`src/rtl/crank_decoder.sv`:
```
`timescale 1ns/1ps
// Missing-tooth crank wheel decoder: per-tooth trigger + tooth index, sync status, diagnostics.
// trigger follows a crank_in rise by three clk edges; free-running, no backpressure.
module crank_decoder #(
  parameter int TEETH_TOTAL   = 60,
  parameter int TEETH_MISSING = 2,
  parameter int MIN_PERIOD    = 100,
  parameter int STALL_CYCLES  = 50000000
) (
  input  logic        clk,
  input  logic        rst_n,
  input  logic        crank_in,
  output logic        trigger,
  output logic [15:0] eng_phase,
  output logic        synced,
  output logic [31:0] tooth_period,
  output logic [7:0]  sync_loss_cnt
);

  localparam logic [15:0] LAST    = 16'(TEETH_TOTAL - TEETH_MISSING - 1);
  localparam logic [31:0] MIN_P   = 32'(MIN_PERIOD);
  localparam logic [31:0] STALL_P = 32'(STALL_CYCLES);
  localparam logic [31:0] CNT_MAX = 32'hFFFF_FFFF;

  typedef enum logic [1:0] {
    ST_STOPPED,
    ST_HUNT,
    ST_SYNCED
  } state_t;

  state_t      state;
  state_t      state_nxt;

  logic        s1;
  logic        s2;
  logic        s3;
  logic        raw_edge;
  logic        accept;
  logic        stall;
  logic        gap;

  logic [31:0] cnt;
  logic [31:0] cnt_nxt;
  logic [31:0] prev_period;
  logic [31:0] prev_period_nxt;
  logic        prev_valid;
  logic        prev_valid_nxt;
  logic [33:0] period_x2;
  logic [33:0] prev_x3;

  logic        trigger_nxt;
  logic [15:0] eng_phase_nxt;
  logic [31:0] tooth_period_nxt;
  logic [7:0]  sync_loss_nxt;
  logic        store_prev;
  logic        lose_sync;

  // crank_in is asynchronous: two flops for metastability, a third for edge detect
  always_ff @(posedge clk or negedge rst_n) begin
    if (!rst_n) begin
      s1 <= 1'b0;
      s2 <= 1'b0;
      s3 <= 1'b0;
    end else begin
      s1 <= crank_in;
      s2 <= s1;
      s3 <= s2;
    end
  end

  assign raw_edge  = s2 & ~s3;
  assign accept    = raw_edge && (cnt >= MIN_P);
  assign stall     = (cnt >= STALL_P) && (state != ST_STOPPED);

  // 34-bit compare so 3*prev_period cannot wrap for any 32-bit period
  assign period_x2 = {1'b0, cnt, 1'b0};
  assign prev_x3   = {2'b00, prev_period} + {1'b0, prev_period, 1'b0};
  assign gap       = prev_valid && (period_x2 > prev_x3);

  assign synced    = (state == ST_SYNCED);

  always_ff @(posedge clk or negedge rst_n) begin
    if (!rst_n) begin
      state <= ST_STOPPED;
    end else begin
      state <= state_nxt;
    end
  end

  always_comb begin
    state_nxt        = state;
    trigger_nxt      = 1'b0;
    eng_phase_nxt    = eng_phase;
    tooth_period_nxt = tooth_period;
    prev_period_nxt  = prev_period;
    prev_valid_nxt   = prev_valid;
    store_prev       = 1'b0;
    lose_sync        = 1'b0;
    cnt_nxt          = (cnt == CNT_MAX) ? cnt : cnt + 32'd1;

    if (accept) begin
      cnt_nxt          = 32'd1;
      tooth_period_nxt = cnt;
      unique case (state)
        ST_STOPPED: begin
          state_nxt = ST_HUNT;
        end
        ST_HUNT: begin
          if (gap) begin
            state_nxt     = ST_SYNCED;
            eng_phase_nxt = 16'd0;
            trigger_nxt   = 1'b1;
          end else begin
            store_prev = 1'b1;
          end
        end
        ST_SYNCED: begin
          if (gap) begin
            if (eng_phase == LAST) begin
              eng_phase_nxt = 16'd0;
              trigger_nxt   = 1'b1;
            end else begin
              lose_sync = 1'b1;
            end
          end else begin
            store_prev = 1'b1;
            if (eng_phase < LAST) begin
              eng_phase_nxt = eng_phase + 16'd1;
              trigger_nxt   = 1'b1;
            end else begin
              lose_sync = 1'b1;
            end
          end
        end
        default: begin
          state_nxt = ST_STOPPED;
        end
      endcase
      if (lose_sync) begin
        state_nxt = ST_HUNT;
      end
    end else if (stall) begin
      // an edge in the same cycle takes priority, so this branch only sees a quiet wheel
      state_nxt      = ST_STOPPED;
      eng_phase_nxt  = 16'd0;
      prev_valid_nxt = 1'b0;
      lose_sync      = (state == ST_SYNCED);
    end

    if (store_prev) begin
      prev_period_nxt = cnt;
      prev_valid_nxt  = 1'b1;
    end

    sync_loss_nxt = (lose_sync && (sync_loss_cnt != 8'hFF)) ? sync_loss_cnt + 8'd1 : sync_loss_cnt;
  end

  always_ff @(posedge clk or negedge rst_n) begin
    if (!rst_n) begin
      cnt           <= 32'd0;
      prev_period   <= 32'd0;
      prev_valid    <= 1'b0;
      trigger       <= 1'b0;
      eng_phase     <= 16'd0;
      tooth_period  <= 32'd0;
      sync_loss_cnt <= 8'd0;
    end else begin
      cnt           <= cnt_nxt;
      prev_period   <= prev_period_nxt;
      prev_valid    <= prev_valid_nxt;
      trigger       <= trigger_nxt;
      eng_phase     <= eng_phase_nxt;
      tooth_period  <= tooth_period_nxt;
      sync_loss_cnt <= sync_loss_nxt;
    end
  end

endmodule

```
`config.mk`:
```
export PLATFORM = sky130hd
export DESIGN_NAME = crank_decoder
export DESIGN_NICKNAME = d
export VERILOG_FILES = /design/src/rtl/crank_decoder.sv
export SDC_FILE = /design/constraint.sdc
export NUM_CORES = 1
export LEC_CHECK = 0
export BUFFER_PORTS_ARGS = -buffer_cell sky130_fd_sc_hd__buf_4
export CORE_MARGIN = 5
export CORE_UTILIZATION = 44
export DETAILED_ROUTE_END_ITERATION = 8
export PLACE_DENSITY = 0.67
export SYNTH_ARGS = -nofsm -noshare
export SYNTH_HDL_FRONTEND = slang
export SYNTH_SLANG_ARGS = --single-unit
```
`constraint.sdc`:
```
create_clock -name clk -period 5.99 [get_ports clk]
set_clock_uncertainty 0.2 [all_clocks]
set_input_delay 1.198 -clock clk [delete_from_list [all_inputs] [get_ports clk]]
set_output_delay 1.198 -clock clk [all_outputs]
set_load 0.005 [all_outputs]
```
# Word level (Yosys, flattened, before mapping)
# Index checks and enable logic that the tools add are counted.
[classes]
n_addsub = 4
order_cmp = 4
eq_ne = 13
muxes = 33
n_bitwise = 2
reduce_logical = 12
[ops]
columns = ["operator", "count"]
rows = [
  ["2-to-1 mux 16 bit", 6],
  ["2-to-1 mux 32 bit", 2],
  ["adder 32 x 33 -> 34 bit", 1],
  ["greater-than comparator 33 x 34 -> 1 bit", 1],
  ["adder 32 x 1 -> 32 bit (second input constant)", 1],
  ["== test 32 bit (second input constant)", 1],
  ["greater-or-equal comparator 32 x 26 -> 1 bit (second input constant)", 1],
  ["greater-or-equal comparator 32 x 7 -> 1 bit (second input constant)", 1],
  ["case mux 16 bit (2 select lines)", 1],
  ["2-to-1 mux 1 bit", 18],
  ["adder 16 x 1 -> 16 bit (second input constant)", 1],
  ["== test 16 x 6 -> 1 bit (second input constant)", 1],
  ["less-than comparator 16 x 6 -> 1 bit (second input constant)", 1],
  ["adder 8 x 1 -> 8 bit (second input constant)", 1],
  ["2-to-1 mux 2 bit", 4],
  ["inequality test 8 bit (second input constant)", 1],
  ["inequality test 3 x 2 -> 1 bit (second input constant)", 2],
  ["case mux 2 bit (3 select lines)", 1],
  ["nonzero test 2 bit", 3],
  ["AND reduction 5 bit", 1],
  ["logical AND 1 bit", 4],
  ["inequality test 4 x 2 -> 1 bit (second input constant)", 1],
  ["inequality test 4 x 3 -> 1 bit (second input constant)", 1],
  ["inequality test 4 bit (second input constant)", 1],
  ["12 further kinds", 12],
]
[totals]
register_bits = 127
input_bits = 3
out_inout_bits = 58
wordCells = 79

# Depth between registers and ports, before layout
[depth]
depth_word = 8
depth_mapped = 25
mapped_depth_nobuf = 23

# Least setup slack after synthesis
# Ideal clock, no wire load.
[synth_path]
path_kind = "register -> register"
from = "reg prev_period[1]"
to = "reg prev_period[10]"
setup_time_ns = 0.125
arrival_ns = 5.223
required_ns = 5.665
slack_ns = 0.442
path_stages_with_launch = 24
n_path_buf = 2
synth_period_minus_slack_ns = 5.548
cell_sequence = "dfrtp_1 -> ha_1 -> fa_1 -> a211oi_1 -> o211ai_1 -> nand3b_1 -> nand2_1 -> a311oi_1 -> o211ai_1 -> a31oi_1 -> o21ai_0 -> a21bo_2 -> xnor2_1 -> ha_1 -> a21o_1 -> a21o_1 -> a21oi_1 -> o21ai_0 -> a31oi_1 -> or3_4 -> and3_2 -> clkbuf_1 -> clkbuf_1 -> mux2_2"
[synth_via]
elab_chain_cells = 6
[synth_rtl]
columns = ["element", "line_no", "rtl"]
rows = [
  ["start, declared", "44", "logic [31:0] prev_period;"],
  ["start signal, assigned", "169", "prev_period <= prev_period_nxt;"],
  ["adder 32 x 33 -> 34 bit", "77", "assign prev_x3 = {2'b00, prev_period} + {1'b0, prev_period, 1'b0};"],
  ["greater-than comparator 33 x 34 -> 1 bit", "78", "assign gap = prev_valid && (period_x2 > prev_x3);"],
  ["logical AND 1 bit", "78", ""],
  ["2-to-1 mux 1 bit", "109, 118", ""],
  ["2-to-1 mux 1 bit", "--", ""],
  ["2-to-1 mux 1 bit", "101", "if (accept) begin"],
]
# No other way between the ends.
# A chain may end at the register's enable or synchronous reset.

# Worst setup path after layout
[layout_path]
from = "reg prev_period[1]"
to = "reg prev_period[22]"
# The elaborated chain is that of the path after synthesis.

==> results.ini <==
[run_status]
status=complete, no violations

[routing]
routed_wl_um=19130
drt_first_pass_iters=5
routedWlPerCell_um=16.41
final_antenna_net_count=0
drt_iter0_drc=480
drc_errors=0
dr_total_vias=6396
vias_per_cell=5.485

[setup_path]
startpoint_type=flop
worstSetupPathType=reg -> reg
crit_fanout=33
worstReg2RegEnd=prev_period[22]
r2r_slack_ps=190
reg2reg_from=prev_period[1]
crit_required_ps=6090
cp-end-kind=flop
cp.arrival_ps=5890
r2r.worst_path.cells=23

[global_routing]
overflow=0
antenna_found_initial=0
grt_pass1_vias=6249
grt_max_degree=76
grt_use_total=0.1897
grt_pass1_wl_um=31330

[hold_path]
holdPathEnd=s2
hp-class=reg -> reg
whs_path_depth=0
hp-start=s1

[die]
dieArea_um2=20660
fp.dieH_um=143.7
initial_utilization=0.4426
die_width_um=143.7
pin_count=61
coreArea_um2=17780
rows=49

[synthesis]
synth_nets=930
avgSynthCellArea_um2=9.237
synthFlopType=dfrtp_1
syn-instance-count=852
synthArstFlopShare=1.000
ys_seq_elements=127
synth.cell_area_um2=7870
ys_types=56
yosysSeqAreaShare=0.4038
yosys_warnings=0
synth_edf_count=0

[layout]
layout_commonest_cell=nand2_1
area_growth_pct=20.51
fin_nets=1002
layout.cells.non_filler=1166
mostFrequentLayoutCells=nand2_1, dfrtp_1, buf_4
regArea_um2=3178
fill_cells=1649
multi_input_area_um2=4651
drive_gt1_frac=0.1921
diodes=0

[flow_run]
drv_cap=0

[clock_tree]
cts.path.max_buffers=2
numCtsBuffers=17
clkSinkCount=127
htreeDepth=4
clk_latency_ps=430
cts_tree=yes
cts_root_buf=clkbuf_16
clkTransAtPathRegs_ps=60
cts_hold_buffers=0

[placed_design]
gp_congestion=0.8517
io_buffers=60
dp_cells=1125
hpwlAfterDp_um=13200

[timing]
final_hold_viol_count=0
setup_viol=0
fmax_ghz=0.1725
post-route-period-util=0.9678
finalMaxSlewViolations=0
min_period_ps=5797
fin_setup_tns_ps=0
worstMarginPinSlew_ps=1292
relSlewSlack=0.1294

[power]
ir_drop_v=0.0002100
power_density_nw_per_um2=211.4
finalPower_mw=2.005
p_leak_nw=4.806

[layout make-up]
class	instances	share of cell area
multi-input cells	672	0.4904
flip-flops and latches	127	0.3351
repair buffers	83	0.06702
clock buffers	20	0.04921
well taps	229	0.03021
clock inverters	12	0.01900
inverters	23	0.009103
[synth_stat cells (2+ instances only)]
library cell | n | area [um2]
nor4b_1 | 4 | 35.03
o211ai_1 | 2 | 15.01
and3_2 | 2 | 15.01
clkbuf_1 | 29 | 108.9
nor2b_1 | 6 | 37.54
a21oi_1 | 53 | 265.3
nor2_1 | 62 | 232.7
a221oi_1 | 2 | 17.52
xnor2_1 | 23 | 201.4
xor2_1 | 40 | 350.3
ha_1 | 74 | 925.9
a311o_1 | 2 | 20.02
inv_1 | 23 | 86.33
o31ai_1 | 7 | 52.55
o21ai_0 | 38 | 190.2
a22o_1 | 2 | 17.52
or3_1 | 3 | 18.77
dfrtp_1 | 127 | 3178
nand2b_1 | 3 | 18.77
a21o_1 | 15 | 112.6
and4_1 | 7 | 61.31
a21boi_0 | 3 | 22.52
o21a_1 | 3 | 22.52
nor3_1 | 10 | 50.05
a22oi_1 | 2 | 15.01
nand4_1 | 26 | 162.7
a211oi_1 | 4 | 30.03
nand3_1 | 37 | 185.2
and3_1 | 14 | 87.58
a31oi_1 | 8 | 50.05
mux2_2 | 32 | 360.4
nand2_1 | 139 | 521.8
o21bai_1 | 6 | 45.04
mux2i_1 | 3 | 30.03
nor4_1 | 7 | 43.79
and2_1 | 13 | 81.33
o41ai_1 | 2 | 17.52
[power by group]
part / switching (mW) / internal (mW)
clock network: 0.396 / 0.731
logic: 0.0165 / 0.00147
registers: 0.000423 / 0.859
[how the worst max path moves through the flow]
stage / start / endpoint / slack [ps]
finish: prev_period[1] / prev_period[22] / 190
global placement: prev_period[0] / eng_phase[4] / -110
detailed placement: prev_period[0] / eng_phase[2] / -360
global route: prev_period[1] / prev_period[21] / -40
CTS: prev_period[0] / eng_phase[2] / 30
floorplan: prev_period[1] / prev_period[10] / 440
[per-layer routing]
layer | wire length [um] | part of all wire | vias up | GRT usage
met5 | 0 | 0 | - | 0
met4 | 226 | 0.012 | 0 | 0.05451
met3 | 754 | 0.039 | 19 | 0.03760
met2 | 8993 | 0.47 | 123 | 0.3059
met1 | 9154 | 0.48 | 3088 | 0.2605
li1 | - | - | 3166 | -
[what timing repair did]
item | in CTS | in global routing
gates cloned | 0 | 1
pin swaps | 1 | 14
buffers inserted | 0 | 8
endpoints found under the hold margin | 0 | 0
setup endpoints to repair | 21 | 60
gates resized for setup | 5 | 25
[metrics by stage]
step                hold WS (ps)    util  area, um2  worst slack (ps)
floorplan                  131.2       -       7870             441.9
global placement           144.2  0.4847       8617            -112.7
detailed placement         144.0  0.4847       8617            -359.7
CTS                        158.6  0.5222       9285             31.61
global route               164.4  0.5334       9484            -38.07
finish                     156.4  0.5334       9484             192.6
[worst max-delay path, cell delays in order, from the launching register on]
cell      delay [ps]
dfrtp_1          390
buf_4            160
ha_1             330
a211oi_2         260
o21ai_0          120
a31oi_1          230
o31a_1           230
o21ai_0          210
a311o_1          410
a21oi_2          190
o21ai_0          120
a21oi_1          190
xor2_1           160
ha_1             260
nand3_1          110
nor2_1            90
nand4_1           90
nand4b_1         110
a311o_1          400
buf_4            150
or3_2            480
and3_2           270
buf_12           180
mux2_2           290
[state kept, by name, indices dropped and copies added, names as in the netlist, 2 cells and up]
name           flops
eng_phase         16
prev_period       32
tooth_period      32
sync_loss_cnt      8
cnt               32
state              2
[kinds of logic (layout without fill, tap and decap cells)]
family | Yosys count | after routing | synth area share
adders and majority gates | 75 | 75 | 0.1202
muxes | 35 | 35 | 0.04960
AOI/OAI and AO/OA | 160 | 160 | 0.1272
DFF | 127 | 127 | 0.4038
xor gates and xnor gates | 63 | 63 | 0.07011
and+or+nand+nor | 338 | 339 | 0.2024
buffers and inverters | 54 | 138 | 0.02671
Note: power is estimated with default switching activity, not from simulation.
